## src/rtl/spi_resp_pkg.sv

```systemverilog
// Shared opcodes and FSM encoding for the SPI flash responder.
// Fast-read support (opcode 0x0B) is enabled by defining SPI_RESP_FAST_READ_EN.
package spi_resp_pkg;

    localparam logic [7:0] OP_READ      = 8'h03;
    localparam logic [7:0] OP_RDSR      = 8'h05;
    localparam logic [7:0] OP_WREN      = 8'h06;
    localparam logic [7:0] OP_WRDI      = 8'h04;
    localparam logic [7:0] OP_RDID      = 8'h9F;
    localparam logic [7:0] OP_FAST_READ = 8'h0B;

    localparam logic [4:0] ADDR_LAST_BIT  = 5'd23;
    localparam logic [4:0] BYTE_LAST_BIT  = 5'd7;

    typedef enum logic [2:0] {
        ST_IDLE,
        ST_CMD,
        ST_ADDR,
        ST_DUMMY,
        ST_DATA,
        ST_IGNORE
    } state_e;

endpackage

```

## src/rtl/spi_resp_sync.sv

```systemverilog
// Two-flop synchronizers for the SPI pins plus sck/cs_b edge detection.
// Latency: 2 clk to synchronized level, edge pulses one clk wide on the 2nd-stage change.
// Backpressure: none; free-running sampler.
module spi_resp_sync (
    input  logic clk,
    input  logic reset,
    input  logic cs_b_in,
    input  logic sck_in,
    input  logic mosi_in,
    output logic cs_b_s,
    output logic cs_fall,
    output logic sck_rise,
    output logic sck_fall,
    output logic mosi_s
);

    logic [1:0] cs_sync_q, cs_sync_d;
    logic [1:0] sck_sync_q, sck_sync_d;
    logic [1:0] mosi_sync_q, mosi_sync_d;
    logic       cs_prev_q, cs_prev_d;
    logic       sck_prev_q, sck_prev_d;

    always_comb begin
        cs_sync_d   = {cs_sync_q[0], cs_b_in};
        sck_sync_d  = {sck_sync_q[0], sck_in};
        mosi_sync_d = {mosi_sync_q[0], mosi_in};
        cs_prev_d   = cs_sync_q[1];
        sck_prev_d  = sck_sync_q[1];
    end

    // cs_b resets low so a select already held across reset never looks like a fresh fall.
    always_ff @(posedge clk or posedge reset) begin
        if (reset) begin
            cs_sync_q   <= 2'b00;
            sck_sync_q  <= 2'b00;
            mosi_sync_q <= 2'b00;
            cs_prev_q   <= 1'b0;
            sck_prev_q  <= 1'b0;
        end else begin
            cs_sync_q   <= cs_sync_d;
            sck_sync_q  <= sck_sync_d;
            mosi_sync_q <= mosi_sync_d;
            cs_prev_q   <= cs_prev_d;
            sck_prev_q  <= sck_prev_d;
        end
    end

    assign cs_b_s   = cs_sync_q[1];
    assign cs_fall  = cs_prev_q & ~cs_sync_q[1];
    assign sck_rise = ~sck_prev_q & sck_sync_q[1];
    assign sck_fall = sck_prev_q & ~sck_sync_q[1];
    assign mosi_s   = mosi_sync_q[1];

endmodule

```

## src/rtl/spi_flash_responder.sv

```systemverilog
// SPI mode-0 flash responder: READ, RDSR, RDID, WREN/WRDI; FAST_READ with SPI_RESP_FAST_READ_EN.
// Latency: ~3 clk from sck pin edge to response; memory read issued one clk after last address bit.
// Backpressure: none; memory must return data the clk after mem_rd_en.
module spi_flash_responder
    import spi_resp_pkg::*;
#(
    parameter int          ADDR_W   = 16,
    parameter logic [23:0] JEDEC_ID = 24'hEF4016
) (
    input  logic              clk,
    input  logic              reset,
    input  logic              spi_cs_b,
    input  logic              spi_sck,
    input  logic              spi_mosi,
    output logic              spi_miso,
    output logic              spi_miso_oe,
    output logic [ADDR_W-1:0] mem_addr,
    output logic              mem_rd_en,
    input  logic [7:0]        mem_rd_data,
    input  logic              status_busy,
    output logic              wel
);

    logic cs_b_s, cs_fall, sck_rise, sck_fall, mosi_s;

    spi_resp_sync u_sync (
        .clk      (clk),
        .reset    (reset),
        .cs_b_in  (spi_cs_b),
        .sck_in   (spi_sck),
        .mosi_in  (spi_mosi),
        .cs_b_s   (cs_b_s),
        .cs_fall  (cs_fall),
        .sck_rise (sck_rise),
        .sck_fall (sck_fall),
        .mosi_s   (mosi_s)
    );

    state_e            state_q, state_d;
    logic [4:0]        bit_cnt_q, bit_cnt_d;
    logic [7:0]        cmd_q, cmd_d;
    logic [7:0]        op_q, op_d;
    logic [ADDR_W-1:0] mem_addr_q, mem_addr_d;
    logic              rd_en_q, rd_en_d;
    logic              rd_pend_q, rd_pend_d;
    logic [7:0]        tx_q, tx_d;
    logic              miso_q, miso_d;
    logic              oe_q, oe_d;
    logic [1:0]        id_idx_q, id_idx_d;
    logic              wel_q, wel_d;
    logic              wel_set_q, wel_set_d;
    logic              wel_clr_q, wel_clr_d;

    logic [7:0] op_in;
    logic [7:0] byte_src;
    logic       is_read;

    assign op_in   = {cmd_q[6:0], mosi_s};
    assign is_read = (op_q == OP_READ) || (op_q == OP_FAST_READ);

    // Byte presented at each byte boundary; read data is already parked in tx_q by then.
    always_comb begin
        byte_src = tx_q;
        if (op_q == OP_RDID) begin
            case (id_idx_q)
                2'd0:    byte_src = JEDEC_ID[23:16];
                2'd1:    byte_src = JEDEC_ID[15:8];
                2'd2:    byte_src = JEDEC_ID[7:0];
                default: byte_src = 8'h00;
            endcase
        end else if (op_q == OP_RDSR) begin
            byte_src = {6'b0, wel_q, status_busy};
        end
    end

    always_comb begin
        state_d    = state_q;
        bit_cnt_d  = bit_cnt_q;
        cmd_d      = cmd_q;
        op_d       = op_q;
        mem_addr_d = mem_addr_q;
        rd_en_d    = 1'b0;
        rd_pend_d  = rd_en_q;
        tx_d       = tx_q;
        miso_d     = miso_q;
        id_idx_d   = id_idx_q;
        wel_d      = wel_q;
        wel_set_d  = wel_set_q;
        wel_clr_d  = wel_clr_q;

        if (rd_pend_q) begin
            tx_d = mem_rd_data;
        end

        if (cs_b_s) begin
            // Pending WREN/WRDI only survive if no sck rise followed the opcode.
            if (wel_set_q) wel_d = 1'b1;
            if (wel_clr_q) wel_d = 1'b0;
            wel_set_d = 1'b0;
            wel_clr_d = 1'b0;
            state_d   = ST_IDLE;
            bit_cnt_d = 5'd0;
            miso_d    = 1'b0;
        end else begin
            case (state_q)
                ST_IDLE: begin
                    if (cs_fall) begin
                        state_d   = ST_CMD;
                        bit_cnt_d = 5'd0;
                        cmd_d     = 8'h00;
                    end
                end
                ST_CMD: begin
                    if (sck_rise) begin
                        cmd_d     = op_in;
                        bit_cnt_d = bit_cnt_q + 5'd1;
                        if (bit_cnt_q == BYTE_LAST_BIT) begin
                            bit_cnt_d = 5'd0;
                            op_d      = op_in;
                            id_idx_d  = 2'd0;
                            case (op_in)
                                OP_READ:             state_d = ST_ADDR;
`ifdef SPI_RESP_FAST_READ_EN
                                OP_FAST_READ:        state_d = ST_ADDR;
`endif
                                OP_RDID, OP_RDSR:    state_d = ST_DATA;
                                OP_WREN: begin
                                    state_d   = ST_IGNORE;
                                    wel_set_d = 1'b1;
                                end
                                OP_WRDI: begin
                                    state_d   = ST_IGNORE;
                                    wel_clr_d = 1'b1;
                                end
                                default:             state_d = ST_IGNORE;
                            endcase
                        end
                    end
                end
                ST_ADDR: begin
                    if (sck_rise) begin
                        mem_addr_d = {mem_addr_q[ADDR_W-2:0], mosi_s};
                        bit_cnt_d  = bit_cnt_q + 5'd1;
                        if (bit_cnt_q == ADDR_LAST_BIT) begin
                            bit_cnt_d = 5'd0;
                            rd_en_d   = 1'b1;
                            state_d   = ST_DATA;
`ifdef SPI_RESP_FAST_READ_EN
                            if (op_q == OP_FAST_READ) state_d = ST_DUMMY;
`endif
                        end
                    end
                end
`ifdef SPI_RESP_FAST_READ_EN
                ST_DUMMY: begin
                    if (sck_rise) begin
                        bit_cnt_d = bit_cnt_q + 5'd1;
                        if (bit_cnt_q == BYTE_LAST_BIT) begin
                            bit_cnt_d = 5'd0;
                            state_d   = ST_DATA;
                        end
                    end
                end
`endif
                ST_DATA: begin
                    if (sck_fall) begin
                        if (bit_cnt_q[2:0] == 3'd0) begin
                            miso_d = byte_src[7];
                            tx_d   = {byte_src[6:0], 1'b0};
                            if (id_idx_q != 2'd3) id_idx_d = id_idx_q + 2'd1;
                        end else begin
                            miso_d = tx_q[7];
                            tx_d   = {tx_q[6:0], 1'b0};
                        end
                        bit_cnt_d = {2'b00, bit_cnt_q[2:0] + 3'd1};
                    end
                    // Rise of the last bit of a byte: fetch the following byte.
                    if (sck_rise && bit_cnt_q[2:0] == 3'd0 && is_read) begin
                        rd_en_d    = 1'b1;
                        mem_addr_d = mem_addr_q + ADDR_W'(1);
                    end
                end
                ST_IGNORE: begin
                    if (sck_rise) begin
                        wel_set_d = 1'b0;
                        wel_clr_d = 1'b0;
                    end
                end
                default: state_d = ST_IDLE;
            endcase
        end

        oe_d = (state_d == ST_DATA);
    end

    always_ff @(posedge clk or posedge reset) begin
        if (reset) begin
            state_q    <= ST_IDLE;
            bit_cnt_q  <= 5'd0;
            cmd_q      <= 8'h00;
            op_q       <= 8'h00;
            mem_addr_q <= '0;
            rd_en_q    <= 1'b0;
            rd_pend_q  <= 1'b0;
            tx_q       <= 8'h00;
            miso_q     <= 1'b0;
            oe_q       <= 1'b0;
            id_idx_q   <= 2'd0;
            wel_q      <= 1'b0;
            wel_set_q  <= 1'b0;
            wel_clr_q  <= 1'b0;
        end else begin
            state_q    <= state_d;
            bit_cnt_q  <= bit_cnt_d;
            cmd_q      <= cmd_d;
            op_q       <= op_d;
            mem_addr_q <= mem_addr_d;
            rd_en_q    <= rd_en_d;
            rd_pend_q  <= rd_pend_d;
            tx_q       <= tx_d;
            miso_q     <= miso_d;
            oe_q       <= oe_d;
            id_idx_q   <= id_idx_d;
            wel_q      <= wel_d;
            wel_set_q  <= wel_set_d;
            wel_clr_q  <= wel_clr_d;
        end
    end

    assign spi_miso    = miso_q;
    assign spi_miso_oe = oe_q;
    assign mem_addr    = mem_addr_q;
    assign mem_rd_en   = rd_en_q;
    assign wel         = wel_q;

endmodule

```

## config.mk

```make
export PLATFORM = sky130hd
export DESIGN_NAME = spi_flash_responder
export DESIGN_NICKNAME = d
export VERILOG_FILES = /design/src/rtl/spi_resp_pkg.sv /design/src/rtl/spi_resp_sync.sv /design/src/rtl/spi_flash_responder.sv
export SDC_FILE = /design/constraint.sdc
export NUM_CORES = 1
export LEC_CHECK = 0
export CAP_MARGIN = 0
export CORE_MARGIN = 2
export CORE_UTILIZATION = 50
export DETAILED_ROUTE_END_ITERATION = 6
export PLACE_DENSITY_LB_ADDON = 0.2
export SYNTH_ARGS = -nofsm -noshare
export SYNTH_HDL_FRONTEND = slang
export SYNTH_SLANG_ARGS = --single-unit
```

## constraint.sdc

```tcl
create_clock -name clk -period 3.05 [get_ports clk]
set_input_delay 0.61 -clock clk [delete_from_list [all_inputs] [get_ports clk]]
set_output_delay 0.61 -clock clk [all_outputs]
set_load 0.05 [all_outputs]
```

==> key figures <==
Run status
  • Status: complete, no violations

Synth
  • Post-synthesis mux area share: 4.090%
  • Yosys reg bits: 64
  • Top cell type by total area after synthesis: dfrtp_1
  • Post-Synth XOR/XNOR Area: 0.5023%
  • Mapped Cells: 370
  • Top_reg_cell synth: dfrtp_1
  • Fraction of registers with async set/reset: 100.0%
  • Syn Nets: 391
  • Seq/Total Area, Yosys: 45.93%
  • Adder-Cell Fraction of Synth Area: 2.512%
  • Syn Area/Cell: 9.425 um^2
  • Main combinational cell family by area after synthesis: simple AND/OR/NAND/NOR gates
  • Mapped cell area: 3487 um^2
  • Area share of the largest cell type after synthesis: 45.93%
  • Simple-Gate Fraction of Synth Area: 23.61%
  • Number of flops mapped to enable cells by yosys: 0
  • Distinct cell type count after synthesis: 63
  • Post-synthesis compound-gate area fraction: 20.20%
  • Top post-synthesis cells by area: dfrtp_1 46%, a21oi_1 5.3%, nand2_1 4.2%
  • Synth warnings: 0

Global routing
  • First-pass GRT wire length: 13.32 mm
  • Initial antenna violation count: 0
  • Vias in the first global route: 2700
  • Total track usage: 22.39%
  • Overflow after GRT: 0
  • Largest net degree at the start of global routing: 44

Timing
  • Rel. slew slack: 46.57%
  • Fin crit period: 2570 ps
  • Crit share post-route: 84.27%
  • Final count of hold timing violations: 0
  • RSZ-0062 raised after global routing: false
  • Max Slew Vio Count: 0
  • Max Clock Skew: 10.39 ps
  • # setup viols final: 0
  • TNS Setup: 0 ps
  • Max Freq: 0.3891 GHz
  • Least-Margin Pin Slew: 798.5 ps

Setup path
  • Crit-path max FO: 16
  • WS Path Type: reg -> reg
  • Startpoint Class: register
  • Worst EP required: 3300 ps
  • CP arrival: 2820 ps
  • Critical Path Sink Type: register

Clocking
  • Clock insertion delay at the later pin of the skew report: 350 ps
  • Worst-path clk slew: 70 ps
  • CTS max path bufs: 2
  • TritonCTS clock tree: yes
  • CTS buffer count: 9
  • Setup bufs post-CTS: 0
  • Post-cts sizing count: 0
  • CTS sink cnt: 64
  • Hold buffer count at CTS: 0
  • H-Tree Depth: 3
  • Clock Tree Root: clkbuf_8

Power
  • Sequential Power Share: 46.3%
  • VDD IR max: 0.2731 mV
  • Static Leak: 1.706 nW
  • Switching pwr: 0.4149 mW
  • PD cells: 460.1 nW/um^2
  • Switching share of power: 21.79%
  • Comb power frac: 5.3%
  • Internal: 1.489 mW
  • Clock power frac: 48.5%

Detailed routing
  • Final WL: 8.113 mm
  • DRT antenna net count: 0
  • DRC viols: 0
  • Via count: 3004
  • Avg WL per Cell: 16.66 um
  • Drt pass-1 iters: 4
  • Initial DRC Count: 262
  • Vias per cell: 6.168

Placed design
  • Gpl congestion: 0.8628
  • Final HPWL DP: 5.636 mm
  • Placed Instance Area: 3884 um^2
  • Port Buffers: 33

Floorplan
  • Row Count: 30
  • Ports: 34
  • Core region area: 6756 um^2
  • DIE HEIGHT: 87.51 um
  • Die width: 87.51 um
  • Die area: 7658 um^2
  • Starting Density: 51.61%

Finish
  • Final core occ: 61.24%
  • Most frequent cells in the layout: 64 x dfrtp_1, 39 x nand2_1, 37 x a21oi_1, 33 x clkdlybuf4s50_1, 26 x nor2_1
  • Most common cell after layout, fill and taps aside: dfrtp_1
  • Area delta synth->final: 18.66%
  • Design Area, Final: 4138 um^2
  • Antenna fix cells: 0
  • Share of cells above drive strength 1: 10.57%
  • FILL cells: 577
  • Fin nets: 423

Worst hold path
  • Hold Crit Class: reg -> reg

Flow run
  • Max-cap violations: 0
-- area by class of cell --
cell class	instances	area [um^2]	share of cell area, %
multi-input cells	281	1775	42.91
flip-flops and latches	64	1602	38.71
repair buffers	37	372.9	9.011
clock buffers	11	151.4	3.659
clock inverters	5	102.6	2.480
well taps	80	100.1	2.419
inverters	9	33.78	0.8164
-- per-stage QoR --
step | hold slack [ps] | setup WS (ps) | cells | power (mW)
floorplan | 331.2 | 841.9 | 370 | 0.9557
global placement | 334.8 | 622.4 | 471 | 0.9958
detailed placement | 336.4 | 526.9 | 471 | 0.9970
CTS | 352.4 | 515.1 | 487 | 1.917
global route | 357.2 | 294.8 | 487 | 1.969
finish | 349.3 | 479.7 | 487 | 1.904
-- worst paths after layout --
path	from	to	slack, ps	cells after the start
worst max-delay path	state_q[2]	mem_addr[10]	480	5
worst min-delay path	u_sync.sck_sync_q[0]	u_sync.sck_sync_q[1]	350	0
worst max register to register	state_q[2]	mem_addr[10]	480	5
worst min register to register	u_sync.sck_sync_q[0]	u_sync.sck_sync_q[1]	350	0
max in group asynchronous	reset	mem_addr[15]	1840	3
min in group asynchronous	reset	tx_q[4]	610	2
-- logic make-up after synthesis --
| family | after synthesis |
|---|---|
| XOR/XNOR | 2 |
| buffers and inverters | 25 |
| adder cells (fa/ha/maj) | 7 |
| AO/OA/AOI/OAI | 111 |
| flip-flops | 64 |
| AND/OR/NAND/NOR | 148 |
| multiplexers | 13 |
-- flip-flops by register name (all words and copies together) (netlist names), 2 cells and up --
| register | flops |
|---|---|
| u_sync.cs_sync_q | 2 |
| u_sync.sck_sync_q | 2 |
| state_q | 3 |
| cmd_q | 7 |
| u_sync.mosi_sync_q | 2 |
| op_q | 8 |
| mem_addr | 16 |
| id_idx_q | 2 |
| bit_cnt_q | 5 |
| tx_q | 8 |
-- power groups by stage --
stage	clock network [mW]	logic, mW	registers, mW
3_5_place_dp	0	0.101	0.897
3_3_place_gp	0	0.0998	0.896
6_report	0.923	0.100	0.881
4_1_cts	0.935	0.102	0.880
2_1_floorplan	0	0.0683	0.887
5_1_grt	0.973	0.114	0.882
-- critical path, cell delays in order (launching register included) --
cell and delay [ps]:
dfrtp_1 600, or3b_1 510, nor4_4 400, or2_1 510, o21ai_0 180, a221oi_1 270
-- synth_stat cells, types with 3 or more instances --
| cell | instances |
|---|---|
| buf_2 | 4 |
| inv_1 | 9 |
| dfrtp_1 | 64 |
| mux2_2 | 9 |
| a31oi_1 | 4 |
| nor2_1 | 26 |
| or2_2 | 3 |
| a22oi_1 | 6 |
| nand3_1 | 14 |
| or4_1 | 5 |
| or4bb_1 | 3 |
| nand4_1 | 4 |
| nand2b_1 | 4 |
| a21o_1 | 4 |
| nor3_1 | 10 |
| clkbuf_1 | 10 |
| o21ai_0 | 24 |
| a211oi_1 | 14 |
| nor4_1 | 3 |
| nand3b_1 | 3 |
| and3_1 | 4 |
| a311oi_1 | 3 |
| nor2b_1 | 11 |
| a21oi_1 | 37 |
| nand2_1 | 39 |
| ha_1 | 7 |
| mux2i_1 | 3 |
-- metal layers --
| metal | global-route usage, % | share of wire (%) | up-vias |
|---|---|---|---|
| met4 | 8.112 | 1.6 | 0 |
| met3 | 5.592 | 5.0 | 13 |
| met5 | 0 | 0 | - |
| met2 | 32.99 | 45 | 84 |
| li1 | - | - | 1436 |
| met1 | 32.13 | 49 | 1471 |
(Power assumes the default switching activity.)
==> edit (config.mk and constraints unchanged) <==
Make the reset (`reset`) synchronous in 2 clocked blocks.
--- a/src/rtl/spi_resp_sync.sv
+++ b/src/rtl/spi_resp_sync.sv
@@ -31,3 +31,3 @@
     // cs_b resets low so a select already held across reset never looks like a fresh fall.
-    always_ff @(posedge clk or posedge reset) begin
+    always_ff @(posedge clk) begin
         if (reset) begin
--- a/src/rtl/spi_flash_responder.sv
+++ b/src/rtl/spi_flash_responder.sv
@@ -195,3 +195,3 @@
 
-    always_ff @(posedge clk or posedge reset) begin
+    always_ff @(posedge clk) begin
         if (reset) begin
Check against the original RTL: same outputs for any inputs over 10 cycles, from zero or initial values and one cycle with reset high; that may be too few to reach the edited logic, so the function may still have changed.
==> edit against the original RTL <==
Wire length is 1.9% lower; critical path depth is the same; utilization is 1.7 points lower; area after synthesis fell by 2.7%; setup slack better by 0.22 ns; highest routed layer unchanged; cell count grew 6.2%; cell area shrank 3.9%; largest cell class unchanged; sequential cell count unchanged; power is 9.8% lower.
==> edit: results (changes against the original RTL) <==
- Status: finished clean (unchanged)
- Worst Max-Slew Pin Slew: 0.817 ns (was 0.798 ns)
- Worst EP arrival: 2.62 ns (was 2.82 ns)
- Initial DRC count: 243 (was 262)
- Via count: 3080 (was 3004)
- R2R setup slack: 0.70 ns (was 0.48 ns)
- Buffer share of cell area: 9.31% (was 9.01%)
- Delay of the slowest cell on the worst path: 0.52 ns (was 0.60 ns)
- P_seq: 0.000847 W (was 0.000881 W)
- # fillers: 626 (was 577)
- Register Area: 1280 um2 (was 1600 um2)
- Final net count: 454 (was 423)
- Min Hold Slack: 0.440 ns (was 0.349 ns)
- VDD IR-drop max: 228 uV (was 273 uV)
- Layout cell share with drive strength beyond 1: 7.55% (was 10.6%)
- Leakage: 1.32 nW (was 1.71 nW)
- Max Clock Skew: 0.00752 ns (was 0.0104 ns)
- RR Startpoint: state_q[0] (was state_q[2])
- Worst hold stages: 1 (was 0)
- Adder-cell share of the synthesized area: 2.95% (was 2.51%)
- Mapped Nets: 430 (was 391)
- Post-DP HPWL: 5440 um (was 5640 um)
- CP delay by family, top: compound AO/OA/AOI/OAI gates (was simple AND/OR/NAND/NOR gates)
- Synth cell types: 67 (was 63)
- Xor/xnor share of the synthesized area: 0.258% (was 0.502%)
- Slowest-stage cell, CP: or3b_1 (was dfrtp_1)
- Drt total wl: 7960 um (was 8110 um)
- Vias in the first global route: 2827 (was 2700)
- Synthesized instance count: 408 (was 370)
- Sequential cell area share: 32.2% (was 38.7%)
- Dpl cell area: 3750 um2 (was 3880 um2)
- Nonclk buf count: 39 (was 37)
- Max Fanout on Critical Path: 20 (was 16)
- Asr flop ratio synth: 0% (was 100%)
- Logic inverters: 12 (was 9)
- Register area share after synthesis: 37.7% (was 45.9%)
- Worst hold path startpoint: u_sync.mosi_sync_q[0] (was u_sync.sck_sync_q[0])
- Sw Pwr: 0.000370 W (was 0.000415 W)
- Logic pwr share: 3.2% (was 5.3%)
- Largest cells by area after synthesis: dfxtp_1, mux2i_1, a21oi_1 (was dfrtp_1, a21oi_1, nand2_1)
- Total track usage: 22.3% (was 22.4%)
- Post-synthesis mux area share: 6.23% (was 4.09%)
- #MultiIn Comb: 306 (was 281)
- Post-synthesis compound-gate area fraction: 21.7% (was 20.2%)
-- edit: changes by cell type after synthesis, moves of 7 or more --
cell | before | now
dfrtp_1 | 64 | 0
o21ai_0 | 24 | 17
dfxtp_1 | 0 | 64
mux2_2 | 9 | 1
clkbuf_1 | 10 | 18
nor2_1 | 26 | 37
mux2i_1 | 3 | 20
-- edit: per-stage QoR --
| step | worst slack [ns] | std cells | utilization [%] |
|---|---|---|---|
| 2_1_floorplan | 0.711 | 408 | - |
| 3_3_place_gp | 0.800 | 501 | 56.2 |
| 3_5_place_dp | 0.744 | 501 | 56.2 |
| 4_1_cts | 0.711 | 517 | 59.5 |
| 5_1_grt | 0.447 | 517 | 59.5 |
| 6_report | 0.703 | 517 | 59.5 |
-- edit: per-layer routing --
metal / global-route usage, % / up-vias / wire length, um
met5: 0 / - / 0
met4: 9.38 / 0 / 143
met3: 5.05 / 13 / 433
met2: 33.5 / 88 / 3490
met1: 31.0 / 1424 / 3900
li1: - / 1555 / -
